**config.mk**
```make
export PLATFORM = sky130hd
export DESIGN_NAME = delay_elastic
export DESIGN_NICKNAME = d
export VERILOG_FILES = /design/src/rtl/delay_elastic.sv
export SDC_FILE = /design/constraint.sdc
export NUM_CORES = 1
export LEC_CHECK = 0
export CAP_MARGIN = 20
export CORE_MARGIN = 2
export CORE_UTILIZATION = 25
export CTS_CLUSTER_SIZE = 30
export DETAILED_ROUTE_END_ITERATION = 6
export GPL_TIMING_DRIVEN = 0
export SETUP_SLACK_MARGIN = 0.5
export SLEW_MARGIN = 40
export SYNTH_ARGS = -nofsm -noshare
export SYNTH_HDL_FRONTEND = slang
export SYNTH_SLANG_ARGS = --single-unit
```
**constraint.sdc**
```tcl
create_clock -name clock -period 1.6 [get_ports clock]
set_clock_uncertainty 0.1 [all_clocks]
set_input_delay 0.32 -clock clock [delete_from_list [all_inputs] [get_ports clock]]
set_output_delay 0.32 -clock clock [all_outputs]
set_load 0.05 [all_outputs]
```
**src/rtl/delay_elastic.sv**
```systemverilog
// Elastic multi-stage delay line with valid/ready at both ends.
// Stalls only the blocked stages; bubbles ahead of a word are squeezed out.
module delay_elastic #(
  parameter int               WIDTH = 32,
  parameter int               DEPTH = 2,
  parameter logic [WIDTH-1:0] RESET = '0
) (
  input  logic                       clock,
  input  logic                       reset,
  input  logic                       flush,
  input  logic [WIDTH-1:0]           in_data,
  input  logic                       in_valid,
  output logic                       in_ready,
  output logic [WIDTH-1:0]           out_data,
  output logic                       out_valid,
  input  logic                       out_ready,
  output logic [$clog2(DEPTH+1)-1:0] count
);

  localparam int CW = $clog2(DEPTH + 1);
  localparam logic [CW-1:0] ONE = CW'(1);

  if (DEPTH < 1) begin : g_bad_depth
    $error("delay_elastic: DEPTH must be >= 1");
  end

  logic [DEPTH-1:0] r_v;
  logic [WIDTH-1:0] r_d [DEPTH];
  logic [CW-1:0]    r_cnt;
  logic [DEPTH-1:0] w_mv;
  logic             w_in_x;
  logic             w_out_x;

  // Walk back from the output: a stage may move if it is empty,
  // if the stage ahead is empty, or if the stage ahead moves too.
  always_comb begin
    w_mv = '0;
    w_mv[DEPTH-1] = !r_v[DEPTH-1] | out_ready;
    for (int i = DEPTH - 2; i >= 0; i--) begin
      w_mv[i] = !r_v[i] | !r_v[i+1] | w_mv[i+1];
    end
  end

  assign w_in_x  = in_valid & w_mv[0];
  assign w_out_x = r_v[DEPTH-1] & out_ready;

  always_ff @(posedge clock or negedge reset) begin
    if (!reset) begin
      r_v   <= '0;
      r_cnt <= '0;
      for (int i = 0; i < DEPTH; i++) begin
        r_d[i] <= RESET;
      end
    end else if (flush) begin
      r_v   <= '0;
      r_cnt <= '0;
      for (int i = 0; i < DEPTH; i++) begin
        r_d[i] <= RESET;
      end
    end else begin
      if (w_mv[0]) begin
        r_v[0] <= in_valid;
      end
      if (w_in_x) begin
        r_d[0] <= in_data;
      end
      // Data follows only a valid word, so empty stages keep old data.
      for (int i = 1; i < DEPTH; i++) begin
        if (w_mv[i]) begin
          r_v[i] <= r_v[i-1] & w_mv[i-1];
        end
        if (w_mv[i] & r_v[i-1]) begin
          r_d[i] <= r_d[i-1];
        end
      end
      case ({w_in_x, w_out_x})
        2'b10:   r_cnt <= r_cnt + ONE;
        2'b01:   r_cnt <= r_cnt - ONE;
        default: r_cnt <= r_cnt;
      endcase
    end
  end

  assign in_ready  = w_mv[0];
  assign out_valid = r_v[DEPTH-1];
  assign out_data  = r_d[DEPTH-1];
  assign count     = r_cnt;

endmodule

```
=== After elaboration in Yosys (flattened, before gate mapping) ===
Cells that the tools add are included.

* Register bits after elaboration: 68
* Bits of input ports: 37
* Output and inout port bits: 36
* Word-level logic and storage cells: 31

* Add/subtract/negate cells: 2
* Equal/unequal tests: 2
* Muxes and demuxes: 8
* Bitwise gates (word level): 7
* Reduce and logical (&&, ||, !) cells: 7

{| class="wikitable"
|+ Operators by type and width
! kind !! count
|-
| 32-bit two-way mux || 2
|-
| 64-bit two-way mux || 1
|-
| 2-bit nonzero test || 4
|-
| 1-bit AND || 4
|-
| 2-bit two-way mux || 2
|-
| 2-bit one-hot mux with 2 select lines || 1
|-
| 1-bit OR || 3
|-
| 3-bit nonzero test || 1
|-
| 2-bit by 1-bit adder with 2-bit output, second input constant || 1
|-
| 2-bit by 1-bit == test with 1-bit output, second input constant || 1
|-
| 2-bit == test, second input constant || 1
|-
| 1-bit logical NOT || 2
|-
| 1-bit two-way mux || 2
|-
| 2-bit by 1-bit subtractor with 2-bit output, second input constant || 1
|}

=== Depth between registers and ports, before layout ===
* Depth after elaboration: 7
* Depth in mapped cells: 7
* Mapped depth without buffers: 4

=== Worst setup path before layout ===
OpenSTA, ideal clock, no wires.

* Kind: reg2reg
* Start: register r_v[1]
* End: register r_d[34] (netlist bit)
* Library setup time: 121 ps
* Arrival: 1,587 ps
* Data required time: 1,379 ps
* Slack: -208 ps
* Stages on the path, launching flop included: 7
* Buffers on the path: 2
* Period minus slack after synthesis: 1,808 ps
* Path through: dfrtp_1 and3b_4 inv_4 a21oi_2 buf_6 buf_6 a22o_1

* Longest elaborated chain between the ends: 5
* Elaborated cells on any way between the ends: 6
* Classes of those cells: bitwise: 4; reduce/logical: 2

{| class="wikitable"
|+ RTL lines
! what !! RTL line !! text
|-
| start: declaration || 27 || <nowiki>logic [DEPTH-1:0] r_v;</nowiki>
|-
| start signal: indexed assignment || 70 || <nowiki>r_v[i] <= r_v[i-1] & w_mv[i-1];</nowiki>
|-
| 1-bit logical NOT * || 38, 40 ||
|-
| 1-bit OR, on equally long branches || 40, 38 ||
|-
| 1-bit OR * || 40 || <nowiki>w_mv[i] = !r_v[i] | !r_v[i+1] | w_mv[i+1];</nowiki>
|-
| net in_ready || 13 || <nowiki>output logic in_ready,</nowiki>
|-
| 1-bit AND * || 44 || <nowiki>assign w_in_x = in_valid & w_mv[0];</nowiki>
|-
| 2-bit nonzero test (no source line) * || - ||
|-
| end signal: indexed assignment || 73 || <nowiki>r_d[i] <= r_d[i-1];</nowiki>
|-
| end: declaration || 28 || <nowiki>logic [WIDTH-1:0] r_d [DEPTH];</nowiki>
|}

Mark *: on every way through the listed nets, which the timed path passes. The rest lies on a longest branch.
A chain may end at the register's enable or synchronous reset.

=== Worst setup path after layout ===
* Start: register r_v[0]
* End: output in_ready

* Longest elaborated chain between the ends: 3

{| class="wikitable"
|+ RTL lines
! what !! RTL line !! text
|-
| start signal: assignment || 62 || <nowiki>r_v[0] <= in_valid;</nowiki>
|-
| start signal: indexed assignment || 70 ||
|-
| 1-bit logical NOT || 40 ||
|-
| 1-bit OR (2 in series) || 40 ||
|-
| end: declaration || 13 ||
|}

No other way between the ends.

==> metrics.cfg <==
[run_status]
run_status=finished, violations left
violations=negative setup slack

[worst_setup_path]
start_kind=register
reg2reg_from=r_v[0]$_DFFE_PN0P_
startpoint=r_v[0]$_DFFE_PN0P_
end_kind=output port
path_max_fanout=4
rrSetupSlack_ns=-0.03
cp.arrival_ns=1.21
cp.required_ns=1.18
path_delay_family=flip-flops
reg2regPathDepth=8
path_buf_inv=3
path_class=reg -> out
path_cells=buf_6 > and3b_4 > inv_8 > buf_12
slowest_stage=dfrtp_1
cp_slowest_stage_delay_ns=0.37
r2r_end=r_d[34]$_DFFE_PN0P_

[die]
initial_core_util_pct=25.85
die_h_um=113.3
fp.dieW_um=113.3
core_um2=11560
rows=39
die-area_um2=12850
io_pins=73

[job]
max_cap_viol_count=0

[synth]
synth.area.top_cells=dfrtp_1 (57%), buf_4 (8.5%), a22o_1 (8.5%)
synth_cells=280
yosysTopAreaCell=dfrtp_1
yosysMostFrequentCell=dfrtp_1
yosysUniqueCellTypes=22
synth_enable_flop_cells=0
synth.top_cell.area_share_pct=56.93
syn_nets=317
synth.top_cells.by_count=dfrtp_1 (68), a21oi_1 (38), o21ai_0 (36)
avgSynthCellArea_um2=10.68
synth-async-reset-ratio_pct=100.0
synthesis.area_um2=2989
ys.flop_type=dfrtp_1
ys_seq_area_share_pct=56.93
ys_ff_latch=68
yosys_warnings=0

[power_and_ir_drop]
ir_worst_vdd_uv=505.5
pwr_density_cell_nw_per_um2=806.6
p_leak_nw=2.569

[finish]
layout-drive-gt1-share_pct=61.03
nets=458
antenna_cells=0
layout.cells.non_filler=569
area_delta_synth_final_pct=100.7
utilization_pct=51.87
fill_cells=981

[placed_design]
routabilityCongestion=0.7582
port-buffer-count=71
placed_cells=495
place_hpwl_mm=5.345

[drt]
drc=0
viasPerCell=4.592
drtIter0Drc=81
wire_per_inst_um=16.69
ant_nets=0
first_pass_iters=4
wl_mm=9.499
vias=2613

[clock_tree]
clock_path_buffers=2
root_buffer=clkbuf_16
clkLatencyLatePin_ns=0.32
cts_tree=done
path_clk_slew_ns=0.05
ctsHtreeMaxLevel=3
cts_inserted_buffers=9
cts.sinks=68

[timing]
max_slew_margin_pct=80.23
fmax_mhz=612.0
post-route-min-period_ns=1.634
setup_viol=18
worst_slack_ns=-0.03391
rsz0062_at_grt=yes
period_share_pct=102.1
report.final.slew_viol_count=0
final_hold_viol_count=0
worst_slew_pin_slew_ns=0.2965

[global_route]
grt_pass1_vias=2517
grt_antenna_before_repair=0
grt_util_all_layers_pct=13.81
overflow=0
grt_pass1_wl_mm=13.61
grt_max_degree=37

[hold_path]
min_to=r_d[63]$_DFFE_PN0P_
hp-start=in_valid
worstHoldPathCells=3
worstHoldPathType=in -> reg

[area by class of cell]
cell class                      count  area (µm²)  share of cell area [%]
Sequential cell                    68        1704                   28.41
Buffer                             57       729.5                   12.16
Clock inverter                      6       88.84                   1.481
Tap cell                          143       178.9                   2.983
Timing Repair Buffer              129        1629                   27.16
Timing Repair inverter              1       11.26                  0.1877
Multi-Input combinational cell    152        1396                   23.28
Inverter                            3       31.28                  0.5215
Clock buffer                       10       229.0                   3.817
[cell families after synthesis]
group / share of synthesized area [%]
AND/OR/NAND/NOR: 8.330
buffers and inverters: 12.60
AO/OA/AOI/OAI: 21.39
multiplexers: 0.7534
flip-flops: 56.93
[state kept, by name, indices dropped and copies added (netlist names)]
name and count:
r_d 32, r_v 2, count 2, out_data 32
[routing by layer]
metal / up-vias / global-route usage, % / wire [µm]
met5: - / 0 / 0
met4: 0 / 3.577 / 29
met3: 2 / 3.803 / 349
met2: 47 / 22.36 / 4815
met1: 1307 / 18.34 / 4305
li1: 1257 / - / -
[power breakdown]
| group | internal (mW) | switching [mW] | total [mW] |
|---|---|---|---|
| logic | 0.465 | 0.420 | 0.885 |
| clock network | 1.36 | 0.734 | 2.10 |
| registers | 1.80 | 0.0598 | 1.85 |
| total | 3.62 | 1.21 | 4.84 |
[through the flow]
| stage | instance area, µm² | setup TNS [ns] | setup WS (ns) | power [mW] | hold slack (ns) |
|---|---|---|---|---|---|
| 4_1_cts | 5241 | -0.03739 | -0.03217 | 4.718 | 0.2424 |
| 3_5_place_dp | 3936 | -33.94 | -0.8611 | 2.406 | 0.1298 |
| 3_3_place_gp | 3915 | -178.95 | -2.397 | 2.391 | 0.3874 |
| 2_1_floorplan | 3025 | -0.2252 | -0.02252 | 2.151 | -0.07559 |
| 6_report | 5998 | -0.1741 | -0.03391 | 4.838 | 0.2468 |
| 5_1_grt | 5998 | -0.9519 | -0.06825 | 5.029 | 0.2479 |
[worst register-to-register path, delay by kind of cell (launching register included)]
kind	cells	cell delay, ns
simple gates	1	0.21
buf+inv	5	0.57
compound gates	2	0.27
flops	1	0.37
[timing repair]
action                                 4_1_cts  5_1_grt
resized for setup                          465       90
endpoints found under the hold margin       32        0
hold buffers                                 1        0
pin swaps                                   31       45
cloned                                       5        6
setup endpoints to repair                  104      140
setup buffers                               16       30
[layout by cell type (no fill, tap or decap), types with 15 or more instances in the layout]
| master | Yosys | routed |
|---|---|---|
| a21oi_1 | 38 | 15 |
| a22o_1 | 29 | 29 |
| clkdlybuf4s50_1 | 0 | 32 |
| buf_6 | 2 | 50 |
| buf_4 | 34 | 28 |
| dfrtp_1 | 68 | 66 |
| clkbuf_16 | 0 | 21 |
| a21oi_2 | 1 | 23 |
| buf_8 | 0 | 42 |
| o21ai_2 | 0 | 26 |
[worst max path at each step]
stage	endpoint	slack, ns	cells past startpoint
detailed placement	in_ready	-0.86	4
global route	r_d[59]$_DFFE_PN0P_	-0.07	8
global placement	r_v[1]$_DFFE_PN0P_	-2.40	1
CTS	in_ready	-0.03	4
finish	in_ready	-0.03	4
floorplan	r_d[34]$_DFFE_PN0P_	-0.02	6
Power figures use the tool's default switching activity.
